<file path="config.mk">
export PLATFORM = sky130hd
export DESIGN_NAME = operand_stage
export DESIGN_NICKNAME = d
export VERILOG_FILES = /design/src/rtl/operand_stage.sv
export SDC_FILE = /design/constraint.sdc
export NUM_CORES = 1
export LEC_CHECK = 0
export ABC_CLOCK_PERIOD_IN_PS = 2050
export CORE_MARGIN = 2
export CORE_UTILIZATION = 40
export CTS_CLUSTER_DIAMETER = 80
export DETAILED_ROUTE_END_ITERATION = 10
export PLACE_DENSITY = 0.83
export SLEW_MARGIN = 30
export SYNTH_ARGS = -nofsm -noshare
export SYNTH_HDL_FRONTEND = slang
export SYNTH_SLANG_ARGS = --single-unit
export TNS_END_PERCENT = 30
</file>
<file path="constraint.sdc">
create_clock -name clk_i -period 2.05 [get_ports clk_i]
set_input_delay 0.205 -clock clk_i [delete_from_list [all_inputs] [get_ports clk_i]]
set_output_delay 0.205 -clock clk_i [all_outputs]
set_load 0.005 [all_outputs]
</file>
<file path="src/rtl/operand_stage.sv">
// ID/EX operand capture stage: forwards EX/WB results, stalls on load-use hazards,
// and holds resolved operands in a registered valid/ready slot. Optional: OPERAND_PERF_CNT_EN.
module operand_stage #(
  parameter int unsigned XLEN  = 32,
  parameter int unsigned ABITS = 5
) (
  input  logic             clk_i,
  input  logic             rst_ni,
  input  logic             in_valid_i,
  output logic             in_ready_o,
  input  logic [ABITS-1:0] a1_i,
  input  logic [ABITS-1:0] a2_i,
  input  logic             use1_i,
  input  logic             use2_i,
  input  logic [XLEN-1:0]  rd1_i,
  input  logic [XLEN-1:0]  rd2_i,
  input  logic [XLEN-1:0]  pc_i,
  input  logic [XLEN-1:0]  imm_i,
  input  logic             sel_pc_i,
  input  logic             sel_imm_i,
  input  logic [ABITS-1:0] awi_i,
  input  logic             ewi_i,
  input  logic [ABITS-1:0] x_aw_i,
  input  logic             x_ew_i,
  input  logic             x_dv_i,
  input  logic [XLEN-1:0]  x_data_i,
  input  logic [ABITS-1:0] w_aw_i,
  input  logic             w_ew_i,
  input  logic [XLEN-1:0]  w_data_i,
  input  logic             flush_i,
  output logic             out_valid_o,
  input  logic             out_ready_i,
  output logic [XLEN-1:0]  op_a_o,
  output logic [XLEN-1:0]  op_b_o,
  output logic [XLEN-1:0]  store_data_o,
  output logic [ABITS-1:0] out_aw_o,
  output logic             out_ew_o
`ifdef OPERAND_PERF_CNT_EN
  ,
  output logic [31:0]      stall_cnt_o,
  output logic [31:0]      bubble_cnt_o
`endif
);

  typedef enum logic {RUN, STALL} state_e;

  state_e           state_q, state_d;
  logic             out_valid_q, out_valid_d;
  logic [XLEN-1:0]  op_a_q, op_a_d;
  logic [XLEN-1:0]  op_b_q, op_b_d;
  logic [XLEN-1:0]  store_q, store_d;
  logic [ABITS-1:0] out_aw_q, out_aw_d;
  logic             out_ew_q, out_ew_d;

  logic [XLEN-1:0]  rs1v_c, rs2v_c;
  logic             hazard_c, free_c, accept_c;

  // X is the younger producer, so it wins over the writeback port.
  function automatic logic [XLEN-1:0] resolve(
    input logic [ABITS-1:0] addr,
    input logic [XLEN-1:0]  rd,
    input logic [ABITS-1:0] x_aw,
    input logic             x_ew,
    input logic [XLEN-1:0]  x_data,
    input logic [ABITS-1:0] w_aw,
    input logic             w_ew,
    input logic [XLEN-1:0]  w_data
  );
    if (addr == '0)                  return '0;
    else if (x_ew && x_aw == addr)   return x_data;
    else if (w_ew && w_aw == addr)   return w_data;
    else                             return rd;
  endfunction

  always_comb begin
    rs1v_c = resolve(a1_i, rd1_i, x_aw_i, x_ew_i, x_data_i, w_aw_i, w_ew_i, w_data_i);
    rs2v_c = resolve(a2_i, rd2_i, x_aw_i, x_ew_i, x_data_i, w_aw_i, w_ew_i, w_data_i);
  end

  // Only an EX producer whose data is not yet valid (load in flight) blocks issue.
  always_comb begin
    hazard_c = in_valid_i &&
               ((use1_i && a1_i != '0 && x_ew_i && x_aw_i == a1_i && !x_dv_i) ||
                (use2_i && a2_i != '0 && x_ew_i && x_aw_i == a2_i && !x_dv_i));
    free_c   = !out_valid_q || out_ready_i;
  end

  always_comb begin
    state_d     = state_q;
    out_valid_d = out_valid_q;
    op_a_d      = op_a_q;
    op_b_d      = op_b_q;
    store_d     = store_q;
    out_aw_d    = out_aw_q;
    out_ew_d    = out_ew_q;
    in_ready_o  = flush_i || (free_c && !hazard_c);
    accept_c    = in_valid_i && in_ready_o && !flush_i;

    if (flush_i) begin
      state_d     = RUN;
      out_valid_d = 1'b0;
    end else begin
      unique case (state_q)
        RUN:     if (hazard_c && free_c) state_d = STALL;
        STALL:   if (!hazard_c)          state_d = RUN;
        default:                         state_d = RUN;
      endcase
      if (free_c) begin
        out_valid_d = accept_c;
        if (accept_c) begin
          op_a_d   = sel_pc_i  ? pc_i  : rs1v_c;
          op_b_d   = sel_imm_i ? imm_i : rs2v_c;
          store_d  = rs2v_c;
          out_aw_d = awi_i;
          out_ew_d = ewi_i && (awi_i != '0);
        end
      end
    end
  end

  always_ff @(posedge clk_i or negedge rst_ni) begin
    if (!rst_ni) begin
      state_q     <= RUN;
      out_valid_q <= 1'b0;
      op_a_q      <= '0;
      op_b_q      <= '0;
      store_q     <= '0;
      out_aw_q    <= '0;
      out_ew_q    <= 1'b0;
    end else begin
      state_q     <= state_d;
      out_valid_q <= out_valid_d;
      op_a_q      <= op_a_d;
      op_b_q      <= op_b_d;
      store_q     <= store_d;
      out_aw_q    <= out_aw_d;
      out_ew_q    <= out_ew_d;
    end
  end

  assign out_valid_o  = out_valid_q;
  assign op_a_o       = op_a_q;
  assign op_b_o       = op_b_q;
  assign store_data_o = store_q;
  assign out_aw_o     = out_aw_q;
  assign out_ew_o     = out_ew_q;

`ifdef OPERAND_PERF_CNT_EN
  logic [31:0] stall_cnt_q, bubble_cnt_q;

  // Counters survive FLUSH; only reset clears them.
  always_ff @(posedge clk_i or negedge rst_ni) begin
    if (!rst_ni) begin
      stall_cnt_q  <= '0;
      bubble_cnt_q <= '0;
    end else begin
      if (hazard_c)                       stall_cnt_q  <= stall_cnt_q + 32'(1);
      if (hazard_c && free_c && !flush_i) bubble_cnt_q <= bubble_cnt_q + 32'(1);
    end
  end

  assign stall_cnt_o  = stall_cnt_q;
  assign bubble_cnt_o = bubble_cnt_q;
`endif

endmodule

</file>
* Yosys cells after proc, flatten, opt, wreduce, memory -nomap -nowiden
Cells that the tools add are included.
** Storage, ports and cells
- Register bits :: 103
- Output and inout port bits :: 104
- Logic and storage cells :: 52
** Operators by class
- Equal/unequal tests :: 4
- Muxes and demuxes :: 10
- Bitwise logic cells :: 1
- Reduce and logical (&&, ||, !) cells :: 31
** Operators with widths (count)
- $mux 32 :: 8
- $eq 5x5->1 :: 4
- $logic_and 1x1->1 :: 17
- $reduce_bool 5->1 :: 3
- $logic_not 5->1 :: 2
- $logic_not 1->1 :: 4
- $logic_or 1x1->1 :: 3
- $reduce_and 3->1 :: 1
- $mux 1 :: 2
- $reduce_bool 2->1 :: 1
- $not 1->1 :: 1

* Logic depth before layout (Yosys ltp)
- Word-level depth :: 14
- Mapped depth :: 8
- Gate-level depth less buffers :: 5

* Worst setup path after synthesis
No wires, ideal clock.
- Path kind :: input -> register
- Start :: input port a2_i[2]
- End :: register op_b_q[10] (netlist: op_b_o[10])
- Library setup time :: 0.137 ns
- Data arrival time :: 1.870 ns
- Path slack :: 0.043 ns
- Cell stages on the path :: 7
- Buffers on the path :: 2
- Path through :: or4_4 > nor2_4 > and4b_1 > buf_2 > nor3_4 > buf_6 > a31oi_1
** On the way
- Word-level cells in the longest chain between the ends :: 13
** RTL lines
- start, declared :: line 12 : input logic [ABITS-1:0] a2_i,
- $reduce_bool 5->1 :: line 84 : (use2_i && a2_i != '0 && x_ew_i && x_aw_i == a2_i && !x_dv_i));
- $logic_and 1x1->1 (4 in a row) :: line 84
- $logic_or 1x1->1 :: line 83 : ((use1_i && a1_i != '0 && x_ew_i && x_aw_i == a1_i && !x_dv_i) ||
- $logic_and 1x1->1 :: line 82 : hazard_c = in_valid_i &&
- $logic_not 1->1
- $logic_and 1x1->1 :: line 96 : in_ready_o = flush_i || (free_c && !hazard_c);
- $logic_or 1x1->1 :: line 96
- $logic_and 1x1->1 (2 in a row) :: line 97 : accept_c = in_valid_i && in_ready_o && !flush_i;
- $reduce_and 3->1 (no line)
- end signal, assigned :: line 134 : op_b_q <= op_b_d;
- end, declared :: line 50 : logic [XLEN-1:0] op_b_q, op_b_d;
Parallel ways exist; a longest one is shown, timed or not.
A chain may end at the register's enable or synchronous reset.

* Worst setup path in the final report
- Start :: input port a1_i[1]
- End :: output port in_ready_o
** On the way
- Word-level cells in the longest chain between the ends :: 10
** RTL lines
- start, declared :: line 11 : input logic [ABITS-1:0] a1_i,
- $reduce_bool 5->1 :: line 83
- $logic_and 1x1->1 (2 in a row) :: line 83
- $logic_and 1x1->1 * (2 in a row) :: line 83
- $logic_or 1x1->1 * :: line 83
- $logic_and 1x1->1 * :: line 82
- $logic_not 1->1 *
- $logic_and 1x1->1 * :: line 96
- $logic_or 1x1->1 * :: line 96
- end, declared :: line 10 : output logic in_ready_o,
Mark *: on every way between the ends. The rest lies on a longest branch, timed or not.

==> results.txt <==
The standard-cell row count came out at 49. The per-instance average area after synthesis came out at 8.48 um^2. The maximum clock insertion buffer count is 2. The effective utilization at floorplan is 0.404. The biggest area contributor in the post-synthesis netlist is dfrtp_1. The required time of the critical path is ~1900 ps.

The async set-or-reset flop fraction in the synthesized netlist came out at 1.00. The utilization of the core after routing is 0.699. The transition time at the pin with the least slew margin came out at roughly 610 ps. In this run the standard cell core region covers about 18000 um^2.

The arrival time of the worst setup path came out at about 1800 ps. Clock tree synthesis selected as its root buffer the cell clkbuf_16. Among all cell types in the netlist, the one instantiated most often is a31oi_1. In this run, synthesis inferred 0 flip-flops with an integrated enable. Yosys attributes the largest share of cell area to dfrtp_1 36%, a31oi_1 14%, o31ai_1 13%, a21boi_0 6.6%, and3_1 5.7%. The leakage power summed over all cells is ~5.2 nW.

The die area came out at 19100 um^2. The sequential element share of the synthesized area came out at 0.359. The overflow left after global routing is 0. Setup repair after global routing could not meet its margin everywhere.

The layout has 1376 filler cells. The total count of hold-check failures in the final report is 0. Setup slack on the worst reg-to-reg path comes out at 480 ps. The worst vdd rail ir drop came out at around 0.00048 V. TritonCTS built the clock tree. The count of final setup violators came out at 0. The post-route fraction of the period consumed by the critical path is 0.998. The number of max-slew violations in the final report came out at 0. The setup slack at placement is -624 ps.

The final worst slack is between 5 and 6 ps. The final routed DRC violation total came out at 0. The placer congestion estimate came out at 0.970. The worst clock skew is around 11 ps. Across every metal layer, demand over resource in global routing totals 0.334. The Yosys step of the flow raised 0 warnings. The number of antenna violations at the first check in global routing was 2.

The global-route wire length before repair came out at 50700 um. The number of nets produced by synthesis came out at roughly 1100. The count of state elements after synthesis is slightly above 100. The worst setup path is launched from an input port. The worst hold-check slack came out at 259 ps. Entering global routing, the biggest net connects 65 pins. In the final layout, the share of cells above drive strength 1 is 0.179. The fraction of synthesized cell area taken by the top area cell type came out at 0.359.

After detailed routing, the number of vias per cell comes to approximately 6.4. The worst path in the final design needs a cycle of 2040 ps, including I/O delays and setup. The mapped netlist covers a little over 7000 um^2. The die height is about 140 um.

The critical-path maximum fanout came out at 3. The cell count after synthesis came out at 848. The layout net count is 1464. In this run the critical register-to-register path is launched from out_valid_o. The routed layout has about 9400 vias. The power density relative to cell area is around 580 nW/um^2.

Measured against its own limit, the worst slew margin works out to 0.594. Buffers placed on the I/O ports in this run total about 330. The total clock buffers created by CTS came out at 9.

The half-perimeter wire length after detailed placement came out at 25300 um. The fmax came out at 489 MHz. The most used flip-flop cell after synthesis is dfrtp_1.

The tightest min-delay check is of the in2async type. The clock sink count is between 100 and 150. The floorplan step set the die width to around 140 um. Sorting the synthesized cells by how often they occur yields 160 x a31oi_1, 129 x o31ai_1, 103 x dfrtp_1, 86 x clkbuf_1. The iteration count of the initial detailed-routing pass came out at 8. The count of nets left with antenna violations once routing finished came out at 0. Yosys mapped the design onto 40 distinct sky130hd cell types. The number of global-route vias before repair came to around 9000. The number of ports placed on the die boundary is about 330.

The run finished with clean final reports. After clock tree synthesis, the clock-pin slew on the worst setup and hold paths is 70 ps. For the worst-skew pair, the clock arrives at the later sink with an insertion delay of between 300 and 400 ps.

The number of DRC markers after the initial detailed-route iteration came out at 965. The area added between synthesis and finish is 72.7%. STA classifies the critical path endpoint as an output pin. The total wire length after detailed routing came out at 35400 um. The kind of critical path is in2out.

The CTS H-tree depth is 3. Max-cap violations in this run came to 0. Summing internal, switching and leakage power gives approximately 7.2 mW. The startpoint of the most critical setup path is a1_i[1]. In the final routed layout, each cell accounts on average for 24.0 um.
## final timing paths
path	endpoint	cells after the start
worst min-delay path	out_valid_o	2
worst max register to register	store_data_o[20]	5
worst max-delay path	in_ready_o	9
worst min register to register	store_data_o[16]	2
min in group clk_i	op_a_o[4]	3
max in group asynchronous	op_b_o[3]	3
## cell usage in the layout (no fill, tap or decap), types with 4 or more instances in the layout
master	n
a21boi_0	62
a31oi_1	160
and3_1	65
buf_12	18
buf_4	126
clkbuf_16	14
clkdlybuf4s50_1	312
dfrtp_1	103
diode_2	4
dlygate4sd2_1	9
dlymetal6s2s_1	10
inv_1	32
mux2_2	5
nand2_1	65
nand3_1	32
o311ai_1	19
o311ai_2	11
o31ai_1	119
o31ai_2	9
xor2_1	9
xor2_2	7
## timing repair
action	4_1_cts	5_1_grt
hold buffers	1	0
buffers inserted	0	4
setup endpoints to repair	104	98
gates cloned	0	5
pin swaps	7	8
hold endpoints to repair	14	0
gates resized for setup	34	56
## critical path, cell delays in order
cell and delay [ps]:
dlygate4sd2_1 300, buf_4 170, xnor2_2 150, nand2_1 100
buf_4 160, nor4b_4 340, o21ai_2 110, a21o_1 190
buf_2 120
## where the power goes
group	switching [mW]	total, mW	leakage (nW)	internal, mW
sequential	0.234	2.62	1.20	2.39
combinational	1.15	2.76	3.89	1.61
clock	0.788	1.80	0.148	1.01
## registers in the layout (all words and copies together), names as in the netlist
signal,cells
op_b_o,32
out_valid_o,1
out_ew_o,1
op_a_o,32
store_data_o,32
out_aw_o,5
## metrics by stage
| step | instance area, um^2 | instances | TNS (ps) |
|---|---|---|---|
| after CTS | 12000 | 1458 | -103 |
| final | 12400 | 1471 | 0 |
| after global placement | 11700 | 1442 | -46070 |
| after floorplan | 7190 | 848 | 0 |
| after detailed placement | 11700 | 1442 | -53410 |
| after global routing | 12400 | 1468 | -149 |
## logic make-up after synthesis
logic type,Yosys count,share of synthesized area
AO/OA/AOI/OAI,391,0.385
XOR/XNOR,20,0.0244
buffers and inverters,140,0.0806
flip-flops,103,0.359
multiplexers,5,0.00783
AND/OR/NAND/NOR,189,0.144
## cell type report
type,instances,area (um^2),share of cell area
Antenna cell,4,10.0,0.000806
Clock buffer,11,253,0.0204
Clock inverter,4,55.1,0.00443
Inverter,32,120,0.00967
Multi-Input combinational cell,605,4330,0.349
Sequential cell,103,2580,0.208
Tap cell,229,287,0.0231
Timing Repair Buffer,483,4780,0.385
## per-layer routing
layer / GRT usage / routed length, um / vias up
met5: 0 / 0 / -
met4: 0.144 / 1760 / 0
met3: 0.0918 / 4170 / 129
met2: 0.518 / 16100 / 699
met1: 0.441 / 13400 / 4524
li1: - / - / 4084
No activity file was read; power rests on OpenSTA's default activity.
